===== config.mk =====
export PLATFORM = sky130hd
export DESIGN_NAME = alien_march_sequencer
export DESIGN_NICKNAME = d
export VERILOG_FILES = /design/src/rtl/space_invaders_pkg.sv /design/src/rtl/alive_popcount.sv /design/src/rtl/alien_march_sequencer.sv
export SDC_FILE = /design/constraint.sdc
export NUM_CORES = 1
export LEC_CHECK = 0
export CAP_MARGIN = 20
export CORE_ASPECT_RATIO = 0.8
export CORE_UTILIZATION = 38
export CTS_CLUSTER_DIAMETER = 60
export DETAILED_ROUTE_END_ITERATION = 10
export GPL_TIMING_DRIVEN = 0
export SKIP_LAST_GASP = 1
export SLEW_MARGIN = 20
export SYNTH_ARGS = -nofsm -noshare
export SYNTH_HDL_FRONTEND = slang
export SYNTH_SLANG_ARGS = --single-unit

===== constraint.sdc =====
create_clock -name clk -period 13.11 [get_ports clk]
set_input_delay 2.622 -clock clk [delete_from_list [all_inputs] [get_ports clk]]
set_output_delay 2.622 -clock clk [all_outputs]
set_load 0.05 [all_outputs]

===== src/rtl/space_invaders_pkg.sv =====
// Shared encodings and constants for the space-invaders alien blocks.
package space_invaders_pkg;

  localparam logic [2:0] MOTION_NONE  = 3'd0;
  localparam logic [2:0] MOTION_LEFT  = 3'd1;
  localparam logic [2:0] MOTION_RIGHT = 3'd2;
  localparam logic [2:0] MOTION_DOWN  = 3'd3;

  localparam int NB_LIN = 4;
  localparam int NB_COL = 8;

  typedef enum logic [2:0] {
    ST_IDLE    = 3'd0,
    ST_MARCH_R = 3'd1,
    ST_DESC_R  = 3'd2,
    ST_MARCH_L = 3'd3,
    ST_DESC_L  = 3'd4,
    ST_HALT    = 3'd5
  } march_state_e;

endpackage


===== src/rtl/alive_popcount.sv =====
// Combinational count of set bits in the alien alive mask.
module alive_popcount #(
  parameter int NB_ALIENS = 32,
  parameter int CW        = $clog2(NB_ALIENS + 1)
) (
  input  logic [NB_ALIENS-1:0] alive_i,
  output logic [CW-1:0]        count_o
);

  // Ripple sum of the alive bits
  always_comb begin
    count_o = '0;
    for (int i = 0; i < NB_ALIENS; i++) begin
      count_o = count_o + CW'(alive_i[i]);
    end
  end

endmodule


===== src/rtl/alien_march_sequencer.sv =====
// Fleet march command generator: timed LEFT/RIGHT steps, edge descents, sticky halt.
module alien_march_sequencer
  import space_invaders_pkg::*;
#(
  parameter int TICK_BASE      = 2_000_000,
  parameter int TICK_MIN       = 250_000,
  parameter int TICK_STEP      = 50_000,
  parameter int DESC_GAP       = 16,
  parameter int DESCEND_PULSES = 10,
  parameter int NB_ALIENS      = 32
) (
  input  logic                 clk,
  input  logic                 reset,
  input  logic                 enable,
  input  logic                 canLeft,
  input  logic                 canRight,
  input  logic                 victory,
  input  logic                 defeat,
  input  logic [NB_ALIENS-1:0] alive,
  output logic [2:0]           motion,
  output logic                 anim_frame,
  output logic                 halted
);

  localparam int CW = $clog2(NB_ALIENS + 1);
  localparam int DW = $clog2(DESCEND_PULSES + 1);
  localparam logic [23:0]   GAP_RELOAD = 24'(DESC_GAP - 1);
  localparam logic [DW-1:0] DESC_LAST  = DW'(DESCEND_PULSES - 1);
  localparam logic [DW-1:0] DESC_ONE   = DW'(1);
  localparam logic [23:0]   BASE_24    = 24'(TICK_BASE);
  localparam logic [23:0]   MIN_24     = 24'(TICK_MIN);

  march_state_e  state_q;
  logic [23:0]   tick_cnt_q;
  logic [DW-1:0] desc_cnt_q;
  logic [2:0]    motion_q;
  logic          anim_q;
  logic          halted_q;

  logic [CW-1:0] alive_cnt_s;
  logic [CW-1:0] dead_s;
  logic [31:0]   prod_s;
  logic [23:0]   sub_s;
  logic [23:0]   period_s;
  logic [23:0]   reload_s;

  logic          edge_ok_s;
  march_state_e  opp_march_s;
  march_state_e  desc_state_s;
  logic [2:0]    dir_motion_s;

  alive_popcount #(
    .NB_ALIENS (NB_ALIENS),
    .CW        (CW)
  ) u_popcount (
    .alive_i (alive),
    .count_o (alive_cnt_s)
  );

  // Step period: base minus per-casualty speedup, saturated at 0, floored at TICK_MIN
  always_comb begin
    dead_s = CW'(NB_ALIENS) - alive_cnt_s;
    prod_s = 32'(dead_s) * 32'(TICK_STEP);
    if (prod_s >= 32'(TICK_BASE)) begin
      sub_s = 24'd0;
    end else begin
      sub_s = BASE_24 - prod_s[23:0];
    end
    if (sub_s < MIN_24) begin
      period_s = MIN_24;
    end else begin
      period_s = sub_s;
    end
    reload_s = period_s - 24'd1;
  end

  // Direction-dependent view of the current state
  always_comb begin
    edge_ok_s    = 1'b0;
    opp_march_s  = ST_MARCH_R;
    desc_state_s = ST_DESC_R;
    dir_motion_s = MOTION_NONE;
    case (state_q)
      ST_MARCH_R, ST_DESC_R: begin
        edge_ok_s    = canRight;
        opp_march_s  = ST_MARCH_L;
        desc_state_s = ST_DESC_R;
        dir_motion_s = MOTION_RIGHT;
      end
      ST_MARCH_L, ST_DESC_L: begin
        edge_ok_s    = canLeft;
        opp_march_s  = ST_MARCH_R;
        desc_state_s = ST_DESC_L;
        dir_motion_s = MOTION_LEFT;
      end
      default: begin
        edge_ok_s    = 1'b0;
        opp_march_s  = ST_MARCH_R;
        desc_state_s = ST_DESC_R;
        dir_motion_s = MOTION_NONE;
      end
    endcase
  end

  // March FSM with registered pulse, animation and halt outputs
  always_ff @(posedge clk) begin
    if (reset) begin
      state_q    <= ST_IDLE;
      tick_cnt_q <= 24'd0;
      desc_cnt_q <= '0;
      motion_q   <= MOTION_NONE;
      anim_q     <= 1'b0;
      halted_q   <= 1'b0;
    end else begin
      motion_q <= MOTION_NONE;
      // End of game beats any coincident tick
      if ((state_q != ST_IDLE) && (victory || defeat)) begin
        state_q  <= ST_HALT;
        halted_q <= 1'b1;
      end else if (enable) begin
        case (state_q)
          ST_IDLE: begin
            tick_cnt_q <= reload_s;
            state_q    <= ST_MARCH_R;
          end
          ST_MARCH_R, ST_MARCH_L: begin
            if (tick_cnt_q != 24'd0) begin
              tick_cnt_q <= tick_cnt_q - 24'd1;
            end else if (edge_ok_s) begin
              motion_q   <= dir_motion_s;
              anim_q     <= ~anim_q;
              tick_cnt_q <= reload_s;
            end else begin
              motion_q   <= MOTION_DOWN;
              desc_cnt_q <= DESC_LAST;
              if (DESC_LAST == '0) begin
                state_q    <= opp_march_s;
                tick_cnt_q <= reload_s;
              end else begin
                state_q    <= desc_state_s;
                tick_cnt_q <= GAP_RELOAD;
              end
            end
          end
          ST_DESC_R, ST_DESC_L: begin
            if (tick_cnt_q != 24'd0) begin
              tick_cnt_q <= tick_cnt_q - 24'd1;
            end else begin
              motion_q   <= MOTION_DOWN;
              desc_cnt_q <= desc_cnt_q - DESC_ONE;
              if (desc_cnt_q <= DESC_ONE) begin
                state_q    <= opp_march_s;
                tick_cnt_q <= reload_s;
              end else begin
                tick_cnt_q <= GAP_RELOAD;
              end
            end
          end
          ST_HALT: begin
            halted_q <= 1'b1;
          end
          default: begin
            state_q <= ST_IDLE;
          end
        endcase
      end else begin
        state_q <= state_q;
      end
    end
  end

  assign motion     = motion_q;
  assign anim_frame = anim_q;
  assign halted     = halted_q;

endmodule


==> run metrics, run 1 <==
status=complete, no violations; top-count cell post-synth=inv_1; gpl congestion=about 0.9; main combinational cell family by area after synthesis=adder cells; ys flop type=dfxtp_1; final net count=~940; Max Cap Viol=0; Initial Utilization=39.0%; post-synthesis simple-gate area fraction=about a fifth; Synth Instances=~730; Worst Max-Slew Pin Slew=0.863 ns; Crit Path Class=input pin to flop; Net Count, Synth=slightly below 900; WL met3=a little under 1000 um; Num CTS Buffers=5; CTS tree=yes; area grow syn2layout=21.7%; Vias/cell=5.69; post-route cell area=around 6800 um2; ANT nets after route=0; sequential share of the synthesized area=around 13%; I/O pin count=44; Netlist Area Pre-Place=5600 um2; CP bufs+invs=8; total negative slack=0 ns; endpoints failing hold=0; routed via count=between 5000 and 6000; Die ar.=about 15000 um2; row count=39; top sig layer=met4; Setup crit start kind=input pin; GR Overflow Total=0; M1 wire length=around 8100 um; Finished Core Util=a little under half; slowest CP cell=fa_2; largest cells by area after synthesis=ha_1 (16%), dfxtp_1 (13%), fa_1 (10%); Worst-Skew Late Latency=around 0.29 ns; class of the worst hold path=flop to flop; cell taking the most area after synthesis=ha_1; fraction of registers with async set/reset=0%; diode count=0; mean area per synthesized cell=between 7 and 8 um2; layout cells sized above 1=between 10% and 20%; post-synth cell types=81; chip width=roughly 140 um; fmax=78.6 MHz; initial antenna violation count=0; first-pass GRT wire length=~26000 um; most numerous cell on the critical path=fa_1; Synth top cells by count=inv_1 (92), ha_1 (71), nor2_1 (53); Num Clock Sinks=35; Worst setup EP type=flop; Synth Area in XOR/XNOR=between 7 and 8%; DP Wirelength=about 13000 um; drt wl/cell=16.4 um; number of synthesized flops with an enable pin=0; WP data arrival=roughly 13 ns; Tmin final=around 13 ns; WP data required=13.31 ns; largest net degree at the start of global routing=11; CTS H-tree depth=2; number of remaining DRC errors=0; Crit Path Max Fanout=8; CTS Hold Bufs=0; Core Footprint=about 14000 um2; Port Buffers=between 40 and 50; Worst slew margin=between 40% and 50%; synth warn=0; vias in the first global route=5295; Critical Path Max Stage Delay=between 0.6 and 0.7 ns; clk buf depth=2; DP Area=6250 um2; met2 WL post-DR=approximately 7000 um; Clk pin slew, worst setup/hold paths=around 0.060 ns; gr usage total=between 20% and 30%; root buffer cell=clkbuf_16; Pins Over Slew Limit=0; final worst-path cycle share=a little over nine tenths; Die H=~110 um; Iter 0 DRT Violations=~500; mux contribution to synthesized area=less than 1%; drt first pass iters=5; Adder-Cell Fraction of Synth Area=approximately 26%; Yosys top cell area share=about 16%; Crit path max-delay family=adder cells; #FFs+latches synth=35; Compound-Gate Fraction of Synth Area=about a quarter; Post-Route WL=around 16000 um; setup violators final=0; Clock Skew=between 0.006 and 0.007 ns
metrics by stage:
step                std cells  hold WS, ns  worst slack (ns)
floorplan                 728        0.463             0.798
global placement          954        0.467            -0.721
detailed placement        954        0.498            -0.760
CTS                       966        0.517          -0.00793
global route              984        0.547           -0.0434
finish                    984        0.517             0.393
registers in the layout, indices dropped and copies added, names as in the netlist:
| signal | flops |
|---|---|
| anim_frame | 1 |
| desc_cnt_q | 4 |
| halted | 1 |
| motion | 2 |
| state_q | 3 |
| tick_cnt_q | 24 |
area by class of cell:
type | count | area [um2]
plain buffers | 30 | 153
well taps | 184 | 230
multi-input cells | 571 | 4640
clock buffers | 8 | 156
repair buffers | 64 | 586
inverters | 92 | 345
flip-flops and latches | 35 | 701
fillers | 1411 | 7530
worst min-delay path, cell delays in order (launching register included):
cell	delay, ns
dfxtp_1	0.32
o21ai_0	0.08
a21oi_1	0.07
per-layer routing:
metal	vias up	global-route usage, %
met4	0	3.04
met5	-	0
met3	11	3.81
met2	154	31.6
li1	2746	-
met1	2684	32.1
final timing paths:
path | start | to | slack [ns] | cells past startpoint
max | alive[4] | tick_cnt_q[18]$_SDFFE_PP0P_ | 0.39 | 35
min | anim_frame$_SDFFE_PP0P_ | anim_frame$_SDFFE_PP0P_ | 0.52 | 2
max reg2reg | tick_cnt_q[0]$_SDFFE_PP0P_ | state_q[1]$_SDFFE_PP0P_ | 9.51 | 12
min reg2reg | anim_frame$_SDFFE_PP0P_ | anim_frame$_SDFFE_PP0P_ | 0.52 | 2
repair_timing:
action,CTS,global route
resized for setup,14,38
setup endpoints to repair,7,9
setup buffers,4,18
pin swaps,2,17
cells by family (layout without fill, tap and decap cells):
family / Yosys count / in the layout
xor gates and xnor gates: 47 / 47
buffers and inverters: 122 / 194
adders and majority gates: 99 / 99
and+or+nand+nor: 212 / 212
other: 1 / 1
muxes: 5 / 5
DFF: 35 / 35
AOI/OAI and AO/OA: 207 / 207
placed cells by master, fill, tap and decap left out, drive strengths merged, types with 6 or more instances in the layout:
cell type and instances:
inv 92, fa 28, nand3 18, nor3 17, nand2 45, nor2b 6, clkdlybuf4s50 42, a211oi 8
or3 17, clkbuf 29, a31oi 9, nor2 53, and3 7, o21ai 44, o31ai 6, o22ai 9
nand2b 11, ha 71, xor2 20, or4 7, o211ai 9, dfxtp 35, a21o 12, buf 31
xnor2 27, a21oi 53, nor4 8
Power of run 1 is not shown: default switching activity piles up to over one toggle a cycle in this logic, so the estimate is an artifact.
==> run 2, diff against run 1 <==
Settings changed: SLEW_MARGIN 20 to unset.
==> results of run 2 <==
Same layout as run 1: the final DEF is identical, and so are final timing and power.
Power of run 2 is left out for the same reason.
==> RTL change 1 (config.mk and constraints of run 1) <==
Add an input register stage for `enable`, `canLeft`, `canRight`, `victory`, `defeat` and `alive`, without a reset; this delays them by one clock. Comments in the files are not updated.
--- a/src/rtl/alien_march_sequencer.sv
+++ b/src/rtl/alien_march_sequencer.sv
@@ -30,6 +30,22 @@
   localparam logic [23:0]   BASE_24    = 24'(TICK_BASE);
   localparam logic [23:0]   MIN_24     = 24'(TICK_MIN);
 
+  logic enable_q;
+  logic canLeft_q;
+  logic canRight_q;
+  logic victory_q;
+  logic defeat_q;
+  logic [NB_ALIENS-1:0] alive_q;
+
+  always_ff @(posedge clk) begin
+    enable_q   <= enable;
+    canLeft_q  <= canLeft;
+    canRight_q <= canRight;
+    victory_q  <= victory;
+    defeat_q   <= defeat;
+    alive_q    <= alive;
+  end
+
   march_state_e  state_q;
   logic [23:0]   tick_cnt_q;
   logic [DW-1:0] desc_cnt_q;
@@ -53,7 +69,7 @@
     .NB_ALIENS (NB_ALIENS),
     .CW        (CW)
   ) u_popcount (
-    .alive_i (alive),
+    .alive_i (alive_q),
     .count_o (alive_cnt_s)
   );
 
@@ -82,13 +98,13 @@
     dir_motion_s = MOTION_NONE;
     case (state_q)
       ST_MARCH_R, ST_DESC_R: begin
-        edge_ok_s    = canRight;
+        edge_ok_s    = canRight_q;
         opp_march_s  = ST_MARCH_L;
         desc_state_s = ST_DESC_R;
         dir_motion_s = MOTION_RIGHT;
       end
       ST_MARCH_L, ST_DESC_L: begin
-        edge_ok_s    = canLeft;
+        edge_ok_s    = canLeft_q;
         opp_march_s  = ST_MARCH_R;
         desc_state_s = ST_DESC_L;
         dir_motion_s = MOTION_LEFT;
@@ -114,10 +130,10 @@
     end else begin
       motion_q <= MOTION_NONE;
       // End of game beats any coincident tick
-      if ((state_q != ST_IDLE) && (victory || defeat)) begin
+      if ((state_q != ST_IDLE) && (victory_q || defeat_q)) begin
         state_q  <= ST_HALT;
         halted_q <= 1'b1;
-      end else if (enable) begin
+      end else if (enable_q) begin
         case (state_q)
           ST_IDLE: begin
             tick_cnt_q <= reload_s;
Behaviour: not the same (a bounded check fails within 4 cycles, from zero or initial values and one cycle with reset high).
==> RTL change 1 against run 1 <==
Sequential cell count grew 37; sequential share of layout area grew 8.6 points; synthesized area grew 19%; highest routed layer unchanged; cell area grew 12%; fmax grew 7.8%; cell count grew 9.6%; clock skew grew 0.0033 ns; setup slack gained 0.92 ns; register-to-register slack lost 8.2 ns; wire length grew 5.8%.
Power is left out: the tool's default activity adds up to more than one toggle a clock period on the data nets, which glitch-free logic cannot reach.
==> RTL change 1: results (changes against run 1) <==
STA
The worst relative slew slack is 0.473 (was 0.423). The worst slack on hold paths was 0.476 ns (was 0.517 ns). The final clock skew is 0.0101 ns (was 0.00681 ns).

The least setup slack across all paths after layout was 1.31 ns (was 0.393 ns).

Global route
The first-pass GRT wire length is 28600 um (was 25900 um).

Clock tree
The number of buffers created by CTS is 9 (was 5). The number of resized instances in the post-cts repair step is 0 (was 14). The number of clock sinks seen by CTS is 72 (was 35).

The number of buffers inserted to repair setup after CTS is 0 (was 4).

Synth
Leading cell types by count after synthesis: 92 x sky130_fd_sc_hd__inv_1, 72 x sky130_fd_sc_hd__dfxtp_1, 72 x sky130_fd_sc_hd__ha_1, 58 x sky130_fd_sc_hd__nor2_1, 54 x sky130_fd_sc_hd__a21oi_1 (was 92 x sky130_fd_sc_hd__inv_1, 71 x sky130_fd_sc_hd__ha_1, 53 x sky130_fd_sc_hd__nor2_1, 52 x sky130_fd_sc_hd__a21oi_1, 45 x sky130_fd_sc_hd__nand2_1). The synthesized net count came to 939 (was 866). Main area contributors after synthesis: sky130_fd_sc_hd__dfxtp_1 22%, sky130_fd_sc_hd__ha_1 14%, sky130_fd_sc_hd__fa_1 8.4% (was sky130_fd_sc_hd__ha_1 16%, sky130_fd_sc_hd__dfxtp_1 13%, sky130_fd_sc_hd__fa_1 10%). The post-synthesis cell type count is 80 (was 81). The sequential area share after synthesis came to 0.216 (was 0.125).

Cells and area
The layout clock buffer count was 11 (was 8). The share of final layout cell area taken by clock buffers and inverters is 0.0369 (was 0.0230). The share of post-route cells with drive strength above 1 is 0.0641 (was 0.105). The proportion of cell area occupied by multi-input gates is 0.619 (was 0.681). The final-layout non-clock buffer area share came to 0.0747 (was 0.108). The number of filler instances in the final layout is 1689 (was 1411). The number of nets in the final layout is 992 (was 937). The count of non-CTS buffers in the layout came to 74 (was 94). Biggest regs: alive_q: 32 flops, tick_cnt_q: 24 flops, desc_cnt_q: 4 flops (was tick_cnt_q: 24 flops, desc_cnt_q: 4 flops, state_q: 3 flops).

Worst setup path
The origin of the critical flop-to-flop path is alive_q[4]$_DFF_P_ (was tick_cnt_q[0]$_SDFFE_PP0P_). The maximum fanout count along the critical path is 10 (was 8). The number of cells on the worst reg-to-reg path is 41 (was 12).

The highest-delay cell along the critical path was sky130_fd_sc_hd__nor3_1 (was sky130_fd_sc_hd__fa_2). The critical path data arrival time is 12.03 ns (was 12.92 ns). The delay of the slowest cell on the worst path is 0.62 ns (about the same).

Route
The routed wire length is 17100 um (was 16200 um). The number of DRC markers after the initial detailed-route iteration came to 465 (was 498). The first-pass detailed-route iteration total is 7 (was 5). The routed via count is 5911 (was 5595).

Outcome
Result of the run: completed (unchanged).

Place
The post-detailed-placement half-perimeter wirelength is 13400 um (was 12500 um). The weighted congestion reported at the end of routability-driven placement is 0.843 (was 0.904).

Min path
The start point of the worst min-delay path is desc_cnt_q[1]$_SDFFE_PP0P_ (was anim_frame$_SDFFE_PP0P_). The sink of the worst hold path is desc_cnt_q[1]$_SDFFE_PP0P_ (was anim_frame$_SDFFE_PP0P_).
-- RTL change 1: metrics by stage --
step / utilization / std cells / cell area, um^2
finish: 0.454 / 1078 / 7640
global route: 0.454 / 1078 / 7640
CTS: 0.454 / 1078 / 7640
detailed placement: 0.438 / 1062 / 7360
global placement: 0.438 / 1062 / 7360
floorplan: - / 800 / 6660
-- RTL change 1: routing by layer --
layer | wire (um) | track usage
met3 | 1360 | 0.0400
met1 | 9100 | 0.314
met4 | 214 | 0.0518
met2 | 6430 | 0.272
met5 | 0 | 0
-- RTL change 1: tightest hold or removal path, delay by kind of cell, from the launching register on --
family / cells / cell delay [ns]
DFF: 1 / 0.32
and+or+nand+nor: 1 / 0.06
AOI/OAI and AO/OA: 1 / 0.05
-- RTL change 1: cells by family after synthesis --
group           share of synthesized area
fa+ha+maj                           0.219
mux                                0.0116
other cells                      0.000563
flops                               0.216
xor+xnor                           0.0680
compound gates                      0.203
simple gates                        0.207
buf+inv                            0.0744
-- RTL change 1: how the worst max path moves through the flow --
| stage | end | cells past startpoint | startpoint |
|---|---|---|---|
| 2_1_floorplan | tick_cnt_q[18]$_SDFFE_PP0P_ | 41 | alive_q[4]$_DFF_P_ |
| 3_3_place_gp | tick_cnt_q[20]$_SDFFE_PP0P_ | 41 | alive_q[4]$_DFF_P_ |
| 3_5_place_dp | tick_cnt_q[20]$_SDFFE_PP0P_ | 41 | alive_q[4]$_DFF_P_ |
| 4_1_cts | tick_cnt_q[20]$_SDFFE_PP0P_ | 41 | alive_q[4]$_DFF_P_ |
| 5_1_grt | tick_cnt_q[18]$_SDFFE_PP0P_ | 41 | alive_q[4]$_DFF_P_ |
| 6_report | tick_cnt_q[18]$_SDFFE_PP0P_ | 41 | alive_q[4]$_DFF_P_ |
==> RTL change 2 (config.mk and constraints of run 1) <==
Without the edit above. Change the parameter `TICK_STEP` from 50_000 to 37_500.
--- a/src/rtl/alien_march_sequencer.sv
+++ b/src/rtl/alien_march_sequencer.sv
@@ -4,7 +4,7 @@
 #(
   parameter int TICK_BASE      = 2_000_000,
   parameter int TICK_MIN       = 250_000,
-  parameter int TICK_STEP      = 50_000,
+  parameter int TICK_STEP      = 37_500,
   parameter int DESC_GAP       = 16,
   parameter int DESCEND_PULSES = 10,
   parameter int NB_ALIENS      = 32
Behaviour: no difference found for any inputs over 10 cycles, from zero or initial values and one cycle with reset high; that may be too few to reach the edited logic, so the function may still have changed.
==> RTL change 2 against run 1 <==
Sequential cell count is the same; synthesized cell count up 10%; clock skew increased by 0.0022 ns; setup slack worse by 0.087 ns; synthesized area grew 8.6%; wire length grew 11%; hold slack lost 0.020 ns; fmax fell by 0.68%; count of clock-buffer cells in the layout down 2; cell count is 11% higher; cell area increased by 15%; utilization up 3.6 points; critical path type unchanged; critical endpoint is now tick_cnt_q[20]$_SDFFE_PP0P_.
Power is left out: the tool's default activity adds up to more than one toggle a clock period on the data nets, which glitch-free logic cannot reach.
==> RTL change 2: results (changes against run 1) <==
Outcome
Result of the run: completed (unchanged).

Place
The weighted congestion reported at the end of routability-driven placement came to 0.885 (was 0.904). The count of placed standard cells including taps was 1054 (was 954). The worst slack at placement is -1.89 ns (was -0.760 ns). The post-detailed-placement half-perimeter wirelength came to 13500 um (was 12500 um).

STA
The worst-margin pin slew is 0.744 ns (was 0.863 ns). The maximum operating frequency is 78.1 MHz (was 78.6 MHz).

Min path
The instance count along the most critical hold path is 1 (was 2). The start point of the worst min-delay path is desc_cnt_q[3]$_SDFFE_PP0P_ (was anim_frame$_SDFFE_PP0P_).

Cells and area
The layout clock buffer count is 6 (was 8). The proportion of cell area occupied by multi-input gates was 0.688 (was 0.681). The number of filler instances in the final layout is 1520 (was 1411). The multi-input combinational gate total is 622 (was 571).

Route
The routed wire length is 18000 um (was 16200 um). The wire length per cell after detailed routing is 16.4 um (about the same). The routed via count is 6168 (was 5595).

Synth
The synthesized net count is 944 (was 866). The mean instance size in the synthesized netlist is 7.58 um^2 (was 7.69 um^2). The fraction of the mapped netlist area in compound gates is 0.246 (was 0.249). Leading cell types by count after synthesis: 112 x sky130_fd_sc_hd__inv_1, 78 x sky130_fd_sc_hd__nor2_1, 70 x sky130_fd_sc_hd__ha_1, 49 x sky130_fd_sc_hd__a21oi_1, 42 x sky130_fd_sc_hd__nand2_1 (was 92 x sky130_fd_sc_hd__inv_1, 71 x sky130_fd_sc_hd__ha_1, 53 x sky130_fd_sc_hd__nor2_1, 52 x sky130_fd_sc_hd__a21oi_1, 45 x sky130_fd_sc_hd__nand2_1).

Worst setup path
The maximum fanout count along the critical path is 7 (was 8). The worst setup path endpoint was tick_cnt_q[20]$_SDFFE_PP0P_ (was tick_cnt_q[18]$_SDFFE_PP0P_). The critical path data arrival time is 12.98 ns (was 12.92 ns).

Global route
The overall routing resource usage came to 0.223 (was 0.213). The via count of the first global-routing pass is 5769 (was 5295). The first-pass GRT wire length is 29400 um (was 25900 um).
-- RTL change 2: cell types whose count changed in the layout (fill, tap and decap cells not counted), moves of 11 or more --
cell                              before  now
sky130_fd_sc_hd__inv_2                 1   30
sky130_fd_sc_hd__clkdlybuf4s50_1      42   18
sky130_fd_sc_hd__nor2_1               52   74
sky130_fd_sc_hd__dlymetal6s2s_1        0   21
sky130_fd_sc_hd__inv_1                91   80
-- RTL change 2: what timing repair did --
item | 4_1_cts | 5_1_grt
endpoints found under the setup margin | 17 | 8
setup buffers | 25 | 9
pin swaps | 38 | 28
cloned | 0 | 0
resized for setup | 63 | 86
hold endpoints to repair | 0 | 0
-- RTL change 2: routing by layer --
| layer | global-route usage | vias up | wire length [um] |
|---|---|---|---|
| met2 | 0.324 | 188 | 7550 |
| met1 | 0.345 | 2942 | 9150 |
| li1 | - | 3021 | - |
| met5 | 0 | - | 0 |
| met3 | 0.0379 | 17 | 1140 |
| met4 | 0.0319 | 0 | 136 |
